[src/rtl/tile_cfg_bank_loader.sv]
// Configuration loader for a tile column's memory banks. It assembles one full
// bit-line row from a stream of configuration words, holds it stable, strobes
// that row's word line, and repeats for every word-line row of the column.
//
// Handshake: a word moves on a rising edge where cfg_valid && cfg_ready are
// both high. cfg_valid may rise or fall at any time. cfg_data must be stable
// whenever cfg_valid is high. cfg_ready is high only while a row is being
// assembled, and it does not depend combinationally on cfg_valid.
//
// SETUP_CYC and WL_PULSE must both be at least 1.
module tile_cfg_bank_loader #(
    parameter int BL_WIDTH  = 315,
    parameter int WL_WIDTH  = 4,
    parameter int DIN_WIDTH = 32,
    parameter int SETUP_CYC = 1,
    parameter int WL_PULSE  = 2,
    localparam int RW       = (WL_WIDTH > 1) ? $clog2(WL_WIDTH) : 1
) (
    input  logic                 clk,
    input  logic                 reset,
    input  logic                 start,
    input  logic [DIN_WIDTH-1:0] cfg_data,
    input  logic                 cfg_valid,
    output logic                 cfg_ready,
    output logic [BL_WIDTH-1:0]  bl_out,
    output logic [WL_WIDTH-1:0]  wl_out,
    output logic [RW-1:0]        row_idx,
    output logic                 busy,
    output logic                 done,
    output logic [2:0]           state_dbg
);

    // Words needed to fill one bit-line row; the last word may be partly unused.
    localparam int WPR  = (BL_WIDTH + DIN_WIDTH - 1) / DIN_WIDTH;
    localparam int WCW  = (WPR > 1) ? $clog2(WPR) : 1;
    // The phase timer serves both SETUP and PULSE, so it is sized for the longer one.
    localparam int TMAX = (SETUP_CYC > WL_PULSE) ? SETUP_CYC : WL_PULSE;
    localparam int TW   = (TMAX > 1) ? $clog2(TMAX) : 1;

    typedef enum logic [2:0] {
        S_IDLE  = 3'd0,
        S_LOAD  = 3'd1,
        S_SETUP = 3'd2,
        S_PULSE = 3'd3,
        S_HOLD  = 3'd4,
        S_DONE  = 3'd5
    } state_t;

    state_t         state;
    logic [WCW-1:0] word_cnt;
    logic [TW-1:0]  tmr;

    assign state_dbg = state;

    // Sequence controller. All outputs are registered and change on the same
    // edge as the state, so they always agree with the current state.
    always_ff @(posedge clk or negedge reset) begin
        if (!reset) begin
            state     <= S_IDLE;
            bl_out    <= '0;
            wl_out    <= '0;
            row_idx   <= '0;
            word_cnt  <= '0;
            tmr       <= '0;
            busy      <= 1'b0;
            done      <= 1'b0;
            cfg_ready <= 1'b0;
        end else begin
            case (state)
                S_IDLE: begin
                    done <= 1'b0;
                    if (start) begin
                        state     <= S_LOAD;
                        row_idx   <= '0;
                        word_cnt  <= '0;
                        busy      <= 1'b1;
                        cfg_ready <= 1'b1;
                    end
                end

                S_LOAD: begin
                    if (cfg_valid && cfg_ready) begin
                        // Beat k covers bit-line bits [k*DIN_WIDTH +: DIN_WIDTH].
                        // Bits past BL_WIDTH have no target, so they are dropped.
                        for (int i = 0; i < BL_WIDTH; i++) begin
                            if (word_cnt == WCW'(i / DIN_WIDTH)) begin
                                bl_out[i] <= cfg_data[i % DIN_WIDTH];
                            end
                        end
                        if (word_cnt == WCW'(WPR - 1)) begin
                            word_cnt  <= '0;
                            cfg_ready <= 1'b0;
                            tmr       <= '0;
                            state     <= S_SETUP;
                        end else begin
                            word_cnt <= word_cnt + 1'b1;
                        end
                    end
                end

                S_SETUP: begin
                    // Bit lines settle for SETUP_CYC cycles before the word line rises.
                    if (tmr == TW'(SETUP_CYC - 1)) begin
                        tmr    <= '0;
                        wl_out <= WL_WIDTH'(1) << row_idx;
                        state  <= S_PULSE;
                    end else begin
                        tmr <= tmr + 1'b1;
                    end
                end

                S_PULSE: begin
                    if (tmr == TW'(WL_PULSE - 1)) begin
                        tmr    <= '0;
                        wl_out <= '0;
                        state  <= S_HOLD;
                    end else begin
                        tmr <= tmr + 1'b1;
                    end
                end

                S_HOLD: begin
                    // One quiet cycle after the word line falls, before bit lines may move.
                    if (row_idx == RW'(WL_WIDTH - 1)) begin
                        busy  <= 1'b0;
                        done  <= 1'b1;
                        state <= S_DONE;
                    end else begin
                        row_idx   <= row_idx + 1'b1;
                        cfg_ready <= 1'b1;
                        state     <= S_LOAD;
                    end
                end

                S_DONE: begin
                    done  <= 1'b0;
                    state <= S_IDLE;
                end

                default: begin
                    state     <= S_IDLE;
                    wl_out    <= '0;
                    busy      <= 1'b0;
                    done      <= 1'b0;
                    cfg_ready <= 1'b0;
                end
            endcase
        end
    end

    // Word lines are never multi-hot.
    a_wl_onehot: assert property (@(posedge clk) disable iff (!reset) $onehot0(wl_out));

    // The loader accepts words only while a row is being assembled.
    a_ready_in_load: assert property (@(posedge clk) disable iff (!reset)
        cfg_ready |-> (state == S_LOAD));

    // A word line is active only during the pulse phase, never while bit lines can move.
    a_wl_in_pulse: assert property (@(posedge clk) disable iff (!reset)
        (wl_out != '0) |-> (state == S_PULSE));

endmodule

[config.mk]
export PLATFORM = sky130hd
export DESIGN_NAME = tile_cfg_bank_loader
export DESIGN_NICKNAME = d
export VERILOG_FILES = /design/src/rtl/tile_cfg_bank_loader.sv
export SDC_FILE = /design/constraint.sdc
export NUM_CORES = 1
export LEC_CHECK = 0
export CORE_UTILIZATION = 40
export CTS_CLUSTER_DIAMETER = 200
export CTS_CLUSTER_SIZE = 28
export DETAILED_ROUTE_END_ITERATION = 10
export GPL_ROUTABILITY_DRIVEN = 0
export HOLD_SLACK_MARGIN = 0.06
export PLACE_DENSITY = 0.69
export SETUP_SLACK_MARGIN = 0.02
export SLEW_MARGIN = 25
export SYNTH_ARGS = -nofsm -noshare
export SYNTH_HDL_FRONTEND = slang
export SYNTH_SLANG_ARGS = --single-unit
[constraint.sdc]
create_clock -name clk -period 2.37 [get_ports clk]
set_input_delay 0.3555 -clock clk [delete_from_list [all_inputs] [get_ports clk]]
set_output_delay 0.3555 -clock clk [all_outputs]
set_load 0.01 [all_outputs]
# After elaboration in Yosys (flattened, before gate mapping)
# Cells that the tools add are included.
[totals]
word_cells = 105
out_inout_bits = 327
register_bits = 332
[op_classes]
muxes = 29
add_sub_neg = 3
reduce_logical = 28
n_eq_ne = 22
bitwise_logic = 4
n_shift = 1
[ops]
columns = ["op", "count"]
rows = [
  ["$reduce_and 3->1", 15],
  ["$mux 4", 5],
  ["$mux 3", 6],
  ["$eq 4x3->1 const B", 4],
  ["$pmux 3 s5", 1],
  ["$ne 2x2->1 const B", 7],
  ["$pmux 4 s3", 1],
  ["$reduce_and 5->1", 2],
  ["$eq 4x2->1 const B", 2],
  ["$eq 4x4->1 const B", 2],
  ["$mux 1", 8],
  ["$pmux 4 s2", 1],
  ["$reduce_or 4->1", 2],
  ["$eq 3x2->1 const B", 2],
  ["$eq 3x3->1 const B", 2],
  ["$pmux 1 s3", 2],
  ["$reduce_or 3->1", 2],
  ["$add 4x1->4 const B", 1],
  ["$eq 4x1->1 const B", 1],
  ["$logic_not 4->1", 1],
  ["$mux 2", 2],
  ["$not 1->1", 4],
  ["$pmux 1 s4", 1],
  ["$pmux 2 s2", 1],
  ["11 further kinds", 12],
]

# Depth between registers and ports, before layout
# Gate-level depths: netlist (run 1).
[logic_depth]
word_depth = 4
depth_mapped = 5

# Least setup slack after synthesis (run 1)
# OpenSTA, ideal clock, no wires.
[synth_path]
kind = "flip-flop to flip-flop"
start = "reg state[1], in the netlist state_dbg[1]"
end = "reg bl_out[295]"
path_stages_with_launch = 6
period_less_slack_ps = 2021
path_buffers = 2
setup_slack_ps = 349
arrival_ps = 1894
required_time_ps = 2242
setup_ps = 128
path_cell_list = "dfrtp_1 > or3b_1 > buf_4 > nor3_4 > buf_6 > mux2_1"
[synth_between]
elab_chain_len = 2
[synth_rtl]
columns = ["element", "line", "text"]
rows = [
  ["from (decl)", "49", "state_t state;"],
  ["from (signal assigned)", "59", "state <= S_IDLE;"],
  ["from (signal assigned)", "73", "state <= S_LOAD;"],
  ["from (signal assigned)", "94", "state <= S_SETUP;"],
  ["$eq 3x1->1", "69", "case (state)"],
  ["$reduce_and 3->1 (no line)", "--", ""],
  ["to (signal, indexed assignment)", "87", "bl_out[i] <= cfg_data[i % DIN_WIDTH];"],
  ["to (decl)", "25", "output logic [BL_WIDTH-1:0] bl_out,"],
]
# No other way between the ends.
# A chain may end at the register's enable or synchronous reset.

# Worst setup path in the final report (run 1)
[layout_path]
start = "reg state[1], in the netlist state_dbg[1]"
end = "reg bl_out[155]"
# Same word-level chain as after synthesis.

==> results of run 1 <==
==> power by group <==
part	switching (W)	leakage [nW]	total [W]	internal, W
logic	0.00260	3.53	0.00640	0.00380
registers	0.000840	4.45	0.00798	0.00714
clock network	0.00170	0.199	0.00296	0.00126
==> layer usage <==
| layer | vias to the layer above | GRT usage (%) | part of all wire (%) |
|---|---|---|---|
| met5 | - | 0 | 0 |
| li1 | 3542 | - | - |
| met3 | 31 | 4.77 | 6.4 |
| met2 | 230 | 34.9 | 49 |
| met1 | 4137 | 27.5 | 43 |
| met4 | 0 | 4.07 | 1.6 |
==> synthesized netlist by cell type, types with 5 or more instances <==
cell        n
dfrtp_1   332
nand2_1     7
buf_2      20
a221o_1     5
clkbuf_1    7
inv_1      12
o21ai_0    11
nand2b_1    5
buf_4       7
mux2_1     25
mux2_2    291
nor2b_1     5
buf_1      27
buf_6       5
==> layout by cell type, fill, tap and decap left out, types with 2 or more instances in the layout <==
cell type	netlist	final
o2bb2ai_1	2	2
a32o_1	4	4
mux2_1	25	25
mux2i_1	2	2
clkbuf_16	0	15
nand3_2	0	4
nor3_4	2	3
o21ai_0	11	11
inv_1	12	12
a221o_1	5	5
nand4b_1	2	2
a21oi_1	4	4
nand2_1	7	7
buf_12	0	15
or2_2	2	2
buf_4	7	23
nand4_1	3	3
a2111oi_0	2	2
mux2_2	291	291
ha_1	4	4
nand2b_1	5	5
nor2_1	4	4
nor2b_1	5	5
clkdlybuf4s50_1	0	361
dfrtp_1	332	332
nor3_1	2	2
==> final timing paths <==
kind | from | endpoint | slack [ns] | cells past startpoint
worst min register to register | bl_out[310] | bl_out[310] | 0.50 | 1
max in group asynchronous | reset | bl_out[3] | 1.14 | 4
worst max-delay path | state_dbg[1] | bl_out[155] | 0.22 | 4
worst max register to register | state_dbg[1] | bl_out[155] | 0.22 | 4
min in group clk | bl_out[310] | bl_out[310] | 0.50 | 1
worst min-delay path | reset | bl_out[132] | 0.40 | 2
==> state kept, by name (all words and copies together), names as in the netlist <==
name / cells
tmr: 1
row_idx: 2
busy: 1
cfg_ready: 1
done: 1
word_cnt: 4
state_dbg: 3
wl_out: 4
bl_out: 315
==> worst reg2reg max path: cells and delay by family (launching register included) <==
kind / cells / cell delay [ns]
buffers and inverters: 1 / 0.28
multiplexers: 1 / 0.37
flip-flops: 1 / 0.39
AND/OR/NAND/NOR: 2 / 1.01
==> metrics by stage <==
| stage | area [um2] | worst slack [ns] | util, % | total power [W] | cells |
|---|---|---|---|---|---|
| 3_3_place_gp | 17200 | 0.154 | 54.4 | 0.0144 | 1551 |
| 6_report | 17600 | 0.219 | 55.7 | 0.0173 | 1568 |
| 3_5_place_dp | 17200 | 0.105 | 54.4 | 0.0146 | 1551 |
| 5_1_grt | 17600 | 0.0739 | 55.7 | 0.0182 | 1568 |
| 4_1_cts | 17600 | 0.195 | 55.7 | 0.0175 | 1568 |
| 2_1_floorplan | 12900 | 0.349 | - | 0.0106 | 815 |
==> cells by family (layout without fill, tap and decap cells) <==
| family | count (synthesis) | in the layout |
|---|---|---|
| flops | 332 | 332 |
| mux | 318 | 318 |
| buf+inv | 78 | 429 |
| simple gates | 45 | 45 |
| compound gates | 37 | 37 |
| fa+ha+maj | 4 | 4 |
| xor+xnor | 1 | 1 |
==> layout make-up <==
class,count,area (um2),area share [%]
well taps,402,503,2.85
clock inverters,1,30.0,0.170
multi-input cells,405,4250,24.1
flip-flops and latches,332,8310,47.1
repair buffers,401,4110,23.3
inverters,12,45.0,0.256
clock buffers,15,375,2.13
==> repair_timing <==
action / 4_1_cts / 5_1_grt
endpoints found under the hold margin: 56 / 0
resized for setup: 0 / 0
hold buffers: 1 / 0
==> metrics.md, run 1 <==
| Metric | Value |
|---|---|
| Status | complete, no violations |
| Crit-path cells | or3b_1, nor4_4, buf_4, mux2_2 |
| Worst path max stage delay | 0.62 ns |
| Via density | 5.06 |
| Min Tclk post-route | 2.15 ns |
| Clk slew on worst S/H paths | 0.10 ns |
| Final Hold Fails | 0 |
| Tightest Hold Check Type | in2async |
| Mux cell area share after synthesis | 27.7% |
| Slowest stage cell, crit path | or3b_1 |
| Later-pin clock latency in the skew report | 0.50 ns |
| Share of layout cells above drive strength 1 | 30.7% |
| Synth area leader | dfrtp_1 |
| Total CTS buffers | 15 |
| Core region area | 31600 um2 |
| Antenna-violating nets left | 0 |
| Die X-Extent | 182 um |
| Layout Skew | 0.00739 ns |
| Port bufs | 362 |
| Fin nets | 1207 |
| Die ar. | 33000 um2 |
| GR Overflow Total | 0 |
| Leak | 8.17 nW |
| Drt first pass iters | 4 |
| # DRC | 0 |
| Synth Flop Type | dfrtp_1 |
| Die Ht | 182 um |
| Syn. warnings | 0 |
| Area share of and/or/nand/nor cells after synthesis | 2.41% |
| #FFs+latches synth | 332 |
| Total Routing Usage GR | 20.7% |
| Vias in the first global route | 8149 |
| H-tree Lvls | 1 |
| Adder-Cell Fraction of Synth Area | 0.388% |
| Final hold slack | 0.403 ns |
| CP Class | reg2reg |
| First-pass GRT wire length | 52.6 mm |
| Drt total wl | 34.0 mm |
| ANT cells | 0 |
| Drt wl/cell | 21.7 um |
| RSZ-0062 raised after global routing | no |
| Worst VDD drop | 0.579 mV |
| HPWL Detailed | 23.9 mm |
| Mapped Cells | 815 |
| Synth Area in XOR/XNOR | 0.0678% |
| Seq/Total Area, Yosys | 64.4% |
| Crit-path max FO | 11 |
| Initial antenna violation count | 0 |
| Pins Over Slew Limit | 0 |
| Yosys top cell area share | 64.4% |
| Largest net degree at the start of global routing | 68 |
| Period utilization | 90.8% |
| Slew @ Worst Pin | 0.591 ns |
| Via count | 7940 |
| Setup bufs post-CTS | 0 |
| Crit start category | flip-flop |
| Max cap viols | 0 |
| EDFF count, synth | 0 |
| CP Capture Type | flip-flop |
| Setup tns final | 0 ns |
| Net Count, Synth | 855 |
| Synth top area cells | dfrtp_1, mux2_2, mux2_1, buf_1, buf_2 |
| Worst Path Arrival | 2.54 ns |
| Mapped Area | 12900 um2 |
| CTS tree | built |
| Area Overhead vs Synth | 36.5% |
| Initial Util | 40.8% |
| Slew HR | 60.6% |
| Power density cells | 983 nW/um2 |
| Buf/Inv on CP | 1 |
| Main combinational cell family by area after synthesis | multiplexers |
| Clock Sinks | 332 |
| Fill count | 2630 |
| CTS Buffer Depth | 3 |
| Setup Viol. Count Final | 0 |
| Crit path max-delay family | simple AND/OR/NAND/NOR gates |
| Syn Area/Cell | 15.8 um2 |
| 1st-iter DRT viols | 350 |
| Peak Freq | 0.465 GHz |
| Area fraction in compound gates after synthesis | 2.10% |
| Io pins | 363 |
| Async SR Flop Fraction | 100% |
| Data required, critical path | 2.76 ns |
| Synth unique cells | 46 |
| # rows | 65 |
| Root Driver | clkbuf_16 |
Power figures use the tool's default switching activity.
==> run 2, diff against run 1 <==
Settings changed: CTS_CLUSTER_DIAMETER 200 to 100.
==> run 2 against run 1 <==
Fmax decreased by 0.36%. Sequential share of layout area increased by 0.057 points. Register-to-register slack about the same. Worst setup slack got worse by 0.0078 ns. Critical path type unchanged. Highest routed layer unchanged.
==> metrics.md, run 2 (synthesized netlist as in run 1, its figures left out) <==
| Metric | Value |
|---|---|
| Setup tns final | 0 ns |
| Via count | 7939 |
| CTS resizes | 0 |
| Via density | 5.06 |
| Io pins | 363 |
| Final Hold Fails | 0 |
| Sw frac | 29.9% |
| CTS Buffer Depth | 3 |
| ANT cells | 0 |
| Routing usage on met1 | 27.3% |
| CP Class | reg2reg |
| Data required, critical path | 2.76 ns |
| RSZ-0062 raised after global routing | no |
| Total CTS buffers | 15 |
| Combinational share of power | 37.1% |
| Die X-Extent | 182 um |
| Die Ht | 182 um |
| Drt total wl | 34.1 mm |
| Int Pwr | 0.0121 W |
| Share of layout cells above drive strength 1 | 30.7% |
| Largest net degree at the start of global routing | 68 |
| Largest register FFs | 315 |
| Design Area, Final | 17600 um2 |
| First-pass GRT wire length | 52.7 mm |
| Worst VDD drop | 0.606 mV |
| H-tree Lvls | 1 |
| Tot Pwr | 0.0173 W |
| Sw power | 0.00516 W |
| Pins Over Slew Limit | 0 |
| Area Overhead vs Synth | 36.4% |
| Power density cells | 980 nW/um2 |
| CP Capture Type | flip-flop |
| Min Tclk post-route | 2.16 ns |
| Clk slew on worst S/H paths | 0.10 ns |
| Worst Path Arrival | 2.54 ns |
| Clock network fraction of design power | 16.7% |
| Antenna-violating nets left | 0 |
| Most crowded layer after global routing | met2 |
| Crit-path max FO | 11 |
| Die ar. | 33000 um2 |
| CTS tree | built |
| Port bufs | 362 |
| Drt wl/cell | 21.7 um |
| Slew HR | 61.6% |
| Slew @ Worst Pin | 0.576 ns |
| Largest regs | bl_out (315), wl_out (4), word_cnt (4) |
| Initial Util | 40.8% |
| Fin nets | 1207 |
| Layout Skew | 0.0255 ns |
| Later-pin clock latency in the skew report | 0.51 ns |
| Fill count | 2642 |
| Core region area | 31600 um2 |
| Drt first pass iters | 6 |
| GR Util met2 | 35.0% |
| Register name with the most flops | bl_out |
| # DRC | 0 |
| Commonest non-fill, non-tap cell in the layout | clkdlybuf4s50_1 |
| Sequential Power Share | 46.2% |
| Clock Sinks | 332 |
| Peak Freq | 0.463 GHz |
| Status | complete, no violations |
| Crit start category | flip-flop |
| Area after DPL | 17200 um2 |
| # rows | 65 |
| Core Util, Final | 55.6% |
| Leak | 8.16 nW |
| Most frequent cells in the layout | clkdlybuf4s50_1, dfrtp_1, mux2_2 |
| Vias in the first global route | 8190 |
| Initial antenna violation count | 0 |
| Total Routing Usage GR | 20.8% |
| 1st-iter DRT viols | 324 |
| Max cap viols | 0 |
| Root Driver | clkbuf_16 |
| HPWL Detailed | 23.9 mm |
| Setup Viol. Count Final | 0 |
| Met3 usage | 4.97% |
| Tightest Hold Check Type | in2async |
| GR Overflow Total | 0 |
| Period utilization | 91.1% |
[run 2: cell count changes in the layout (fill, tap and decap cells not counted)]
cell | before | now
bufinv_16 | 1 | 0
clkbuf_1 | 0 | 1
clkinv_2 | 0 | 1
[run 2: power by group through the flow]
stage / clock (W) / sequential [W] / combinational [W]
CTS: 0.00301 / 0.00797 / 0.00649
finish: 0.00288 / 0.00798 / 0.00640
detailed placement: 0 / 0.00809 / 0.00647
global placement: 0 / 0.00802 / 0.00639
floorplan: 0 / 0.00867 / 0.00192
global route: 0.00317 / 0.00817 / 0.00679
[run 2: metrics by stage]
step                std cells  hold slack (ns)  worst slack [ns]
detailed placement       1551            0.369             0.105
finish                   1569            0.397             0.211
global placement         1551            0.357             0.154
floorplan                 815           0.0599             0.349
global route             1569            0.434            0.0669
CTS                      1569            0.402             0.186
[run 2: cell type report]
type                            count  area (um2)  share of cell area, %
Multi-Input combinational cell    405        4250                   24.2
Inverter                           12        45.0                  0.256
Tap cell                          402         503                   2.86
Clock inverter                      1        5.00                 0.0284
Sequential cell                   332        8310                   47.2
Timing Repair Buffer              401        4110                   23.4
Clock buffer                       16         379                   2.15
[run 2: what timing repair did]
action / CTS / global route
hold buffers: 1 / 0
buffers inserted: 0 / 0
hold endpoints to repair: 56 / 0
[run 2: path summary, 6_finish.rpt]
| path | from | end | slack (ns) | cells past startpoint |
|---|---|---|---|---|
| max in group asynchronous | reset | bl_out[3] | 1.16 | 4 |
| worst max-delay path | state_dbg[1] | bl_out[155] | 0.21 | 4 |
| min in group clk | bl_out[309] | bl_out[309] | 0.50 | 1 |
| worst max register to register | state_dbg[1] | bl_out[155] | 0.21 | 4 |
| worst min register to register | bl_out[309] | bl_out[309] | 0.50 | 1 |
| worst min-delay path | reset | bl_out[131] | 0.40 | 2 |
[run 2: per-layer routing]
metal	part of all wire [%]	up-vias
li1	-	3542
met1	43	4123
met2	49	245
met3	6.5	29
met4	2.0	0
met5	0	-
[run 2: worst max-delay path, cell delays in order (launching register included)]
cell and delay (ns):
dfrtp_1 0.39, or3b_1 0.61, nor4_4 0.39, buf_4 0.28, mux2_2 0.36
==> run 3, diff against run 2 <==
Settings changed: CORE_MARGIN set to 8.
==> run 3 against run 2 <==
Via count rose by 1.1%. Final cell count unchanged. Fmax rose by 5.0%. Critical path depth rose by 1. Clock skew shrank 0.0086 ns. Sequential share of layout area shrank 0.077 points. Core utilization up 0.091 points. Worst setup slack better by 0.10 ns. Largest cell class unchanged.
==> metrics.md, run 3 (synthesized netlist as in run 1, its figures left out) <==
| Metric | Value |
|---|---|
| Status | complete, no violations |
| Drt total wl | 37.1 mm |
| RSZ-0062 raised after global routing | no |
| Area after DPL | 17200 um2 |
| Most frequent cells in the layout | clkdlybuf4s50_1, dfrtp_1, mux2_2 |
| Largest register FFs | 315 |
| Core region area | 31600 um2 |
| # DRC | 0 |
| Sw frac | 30.1% |
| Largest regs | bl_out (315), wl_out (4), word_cnt (4) |
| Commonest non-fill, non-tap cell in the layout | clkdlybuf4s50_1 |
| Drt first pass iters | 4 |
| Fill count | 2625 |
| Buf/Inv on CP | 2 |
| Final hold slack | 0.394 ns |
| CTS Buffer Depth | 3 |
| ANT cells | 0 |
| Largest net degree at the start of global routing | 66 |
| Period utilization | 86.7% |
| Layout Skew | 0.0169 ns |
| Initial antenna violation count | 0 |
| Via density | 5.12 |
| Area Overhead vs Synth | 36.6% |
| Worst path max stage delay | 0.39 ns |
| Clock network fraction of design power | 17.0% |
| Via count | 8028 |
| Slowest stage cell, crit path | dfrtp_1 |
| # rows | 65 |
| Non-filler instance count after layout | 1569 |
| Min Tclk post-route | 2.06 ns |
| Reg2reg start | state_dbg[1] |
| Power density cells | 992 nW/um2 |
| Die ar. | 38300 um2 |
| Total CTS buffers | 15 |
| Combinational share of power | 37.2% |
| Crit start category | flip-flop |
| Max cap viols | 0 |
| Share of layout cells above drive strength 1 | 30.8% |
| Tightest Hold Check Type | in2async |
| HPWL Detailed | 26.8 mm |
| Total Routing Usage GR | 19.0% |
| CP Capture Type | flip-flop |
| Data required, critical path | 2.76 ns |
| Tot Pwr | 0.0175 W |
| Slew @ Worst Pin | 0.600 ns |
| 1st-iter DRT viols | 366 |
| Antenna-violating nets left | 0 |
| Crit-path cells | or3b_1, buf_4, nor4_4, buf_4, mux2_2 |
| Clk slew on worst S/H paths | 0.11 ns |
| Peak Freq | 0.487 GHz |
| Pins Over Slew Limit | 0 |
| Crit path max-delay family | simple AND/OR/NAND/NOR gates |
| Root Driver | clkbuf_16 |
| Fin nets | 1208 |
| Setup Viol. Count Final | 0 |
| Leak | 8.18 nW |
| Register name with the most flops | bl_out |
| Clock Sinks | 332 |
| Vias in the first global route | 8745 |
| Die X-Extent | 196 um |
| Later-pin clock latency in the skew report | 0.51 ns |
| CP Class | reg2reg |
| Most frequent CP cell | buf_4 |
| Worst VDD drop | 0.622 mV |
| GR Overflow Total | 0 |
| Final Hold Fails | 0 |
| Int Pwr | 0.0122 W |
| Port bufs | 362 |
| Io pins | 363 |
| Design Area, Final | 17600 um2 |
| Die Ht | 196 um |
| Crit-path max FO | 14 |
| Placed instance count | 1552 |
| Critical Path Start | state_dbg[1] |
| Setup tns final | 0 ns |
| Drt wl/cell | 23.7 um |
| CTS tree | built |
| CTS resizes | 0 |
| Slew HR | 59.9% |
| Initial Util | 40.8% |
| Sequential Power Share | 45.8% |
| Worst Path Arrival | 2.45 ns |
| H-tree Lvls | 1 |
| First-pass GRT wire length | 56.9 mm |
| Sw power | 0.00526 W |
run 3: changes by cell type in the layout (fill, tap and decap cells not counted):
cell and delta:
buf_4 +1, clkinv_2 -1, bufinv_16 +1, clkbuf_1 -1
run 3: final timing paths:
path,endpoint,slack (ns),cells after the start
setup / recovery,bl_out[130],0.31,5
hold / removal,wl_out[2],0.39,2
setup reg to reg,bl_out[130],0.31,5
hold reg to reg,bl_out[300],0.49,1
max in group asynchronous,bl_out[162],1.11,3
min in group clk,bl_out[300],0.49,1
run 3: per-layer routing:
metal  wire length, um  up-vias  track usage [%]
li1                  -     3566                -
met1             15700     4184             24.0
met2             17800      243             31.8
met3              3140       35             6.37
met4               550        0             3.28
met5                 0        -                0
run 3: layout make-up:
class / instances / area, um2 / share of cell area [%]
Clock buffer: 15 / 375 / 2.13
Multi-Input combinational cell: 405 / 4250 / 24.1
Tap cell: 402 / 503 / 2.85
Sequential cell: 332 / 8310 / 47.1
Timing Repair Buffer: 402 / 4120 / 23.4
Inverter: 12 / 45.0 / 0.255
Clock inverter: 1 / 30.0 / 0.170
run 3: what timing repair did:
| action | in CTS | in global routing |
|---|---|---|
| setup buffers | 0 | 0 |
| hold endpoints to repair | 53 | 0 |
| hold buffers | 1 | 0 |
run 3: stage by stage:
step	worst slack [ns]	utilization, %
after floorplan	0.349	-
after global placement	0.196	54.4
after detailed placement	0.174	54.4
after CTS	0.299	55.7
after global routing	0.251	55.7
final	0.315	55.7
run 3: power by group through the flow:
stage | Clock (W) | Combinational [W] | Sequential [W]
after floorplan | 0 | 0.00192 | 0.00867
final | 0.00298 | 0.00650 | 0.00800
after CTS | 0.00310 | 0.00664 | 0.00801
after detailed placement | 0 | 0.00661 | 0.00812
after global placement | 0 | 0.00652 | 0.00804
after global routing | 0.00326 | 0.00692 | 0.00821
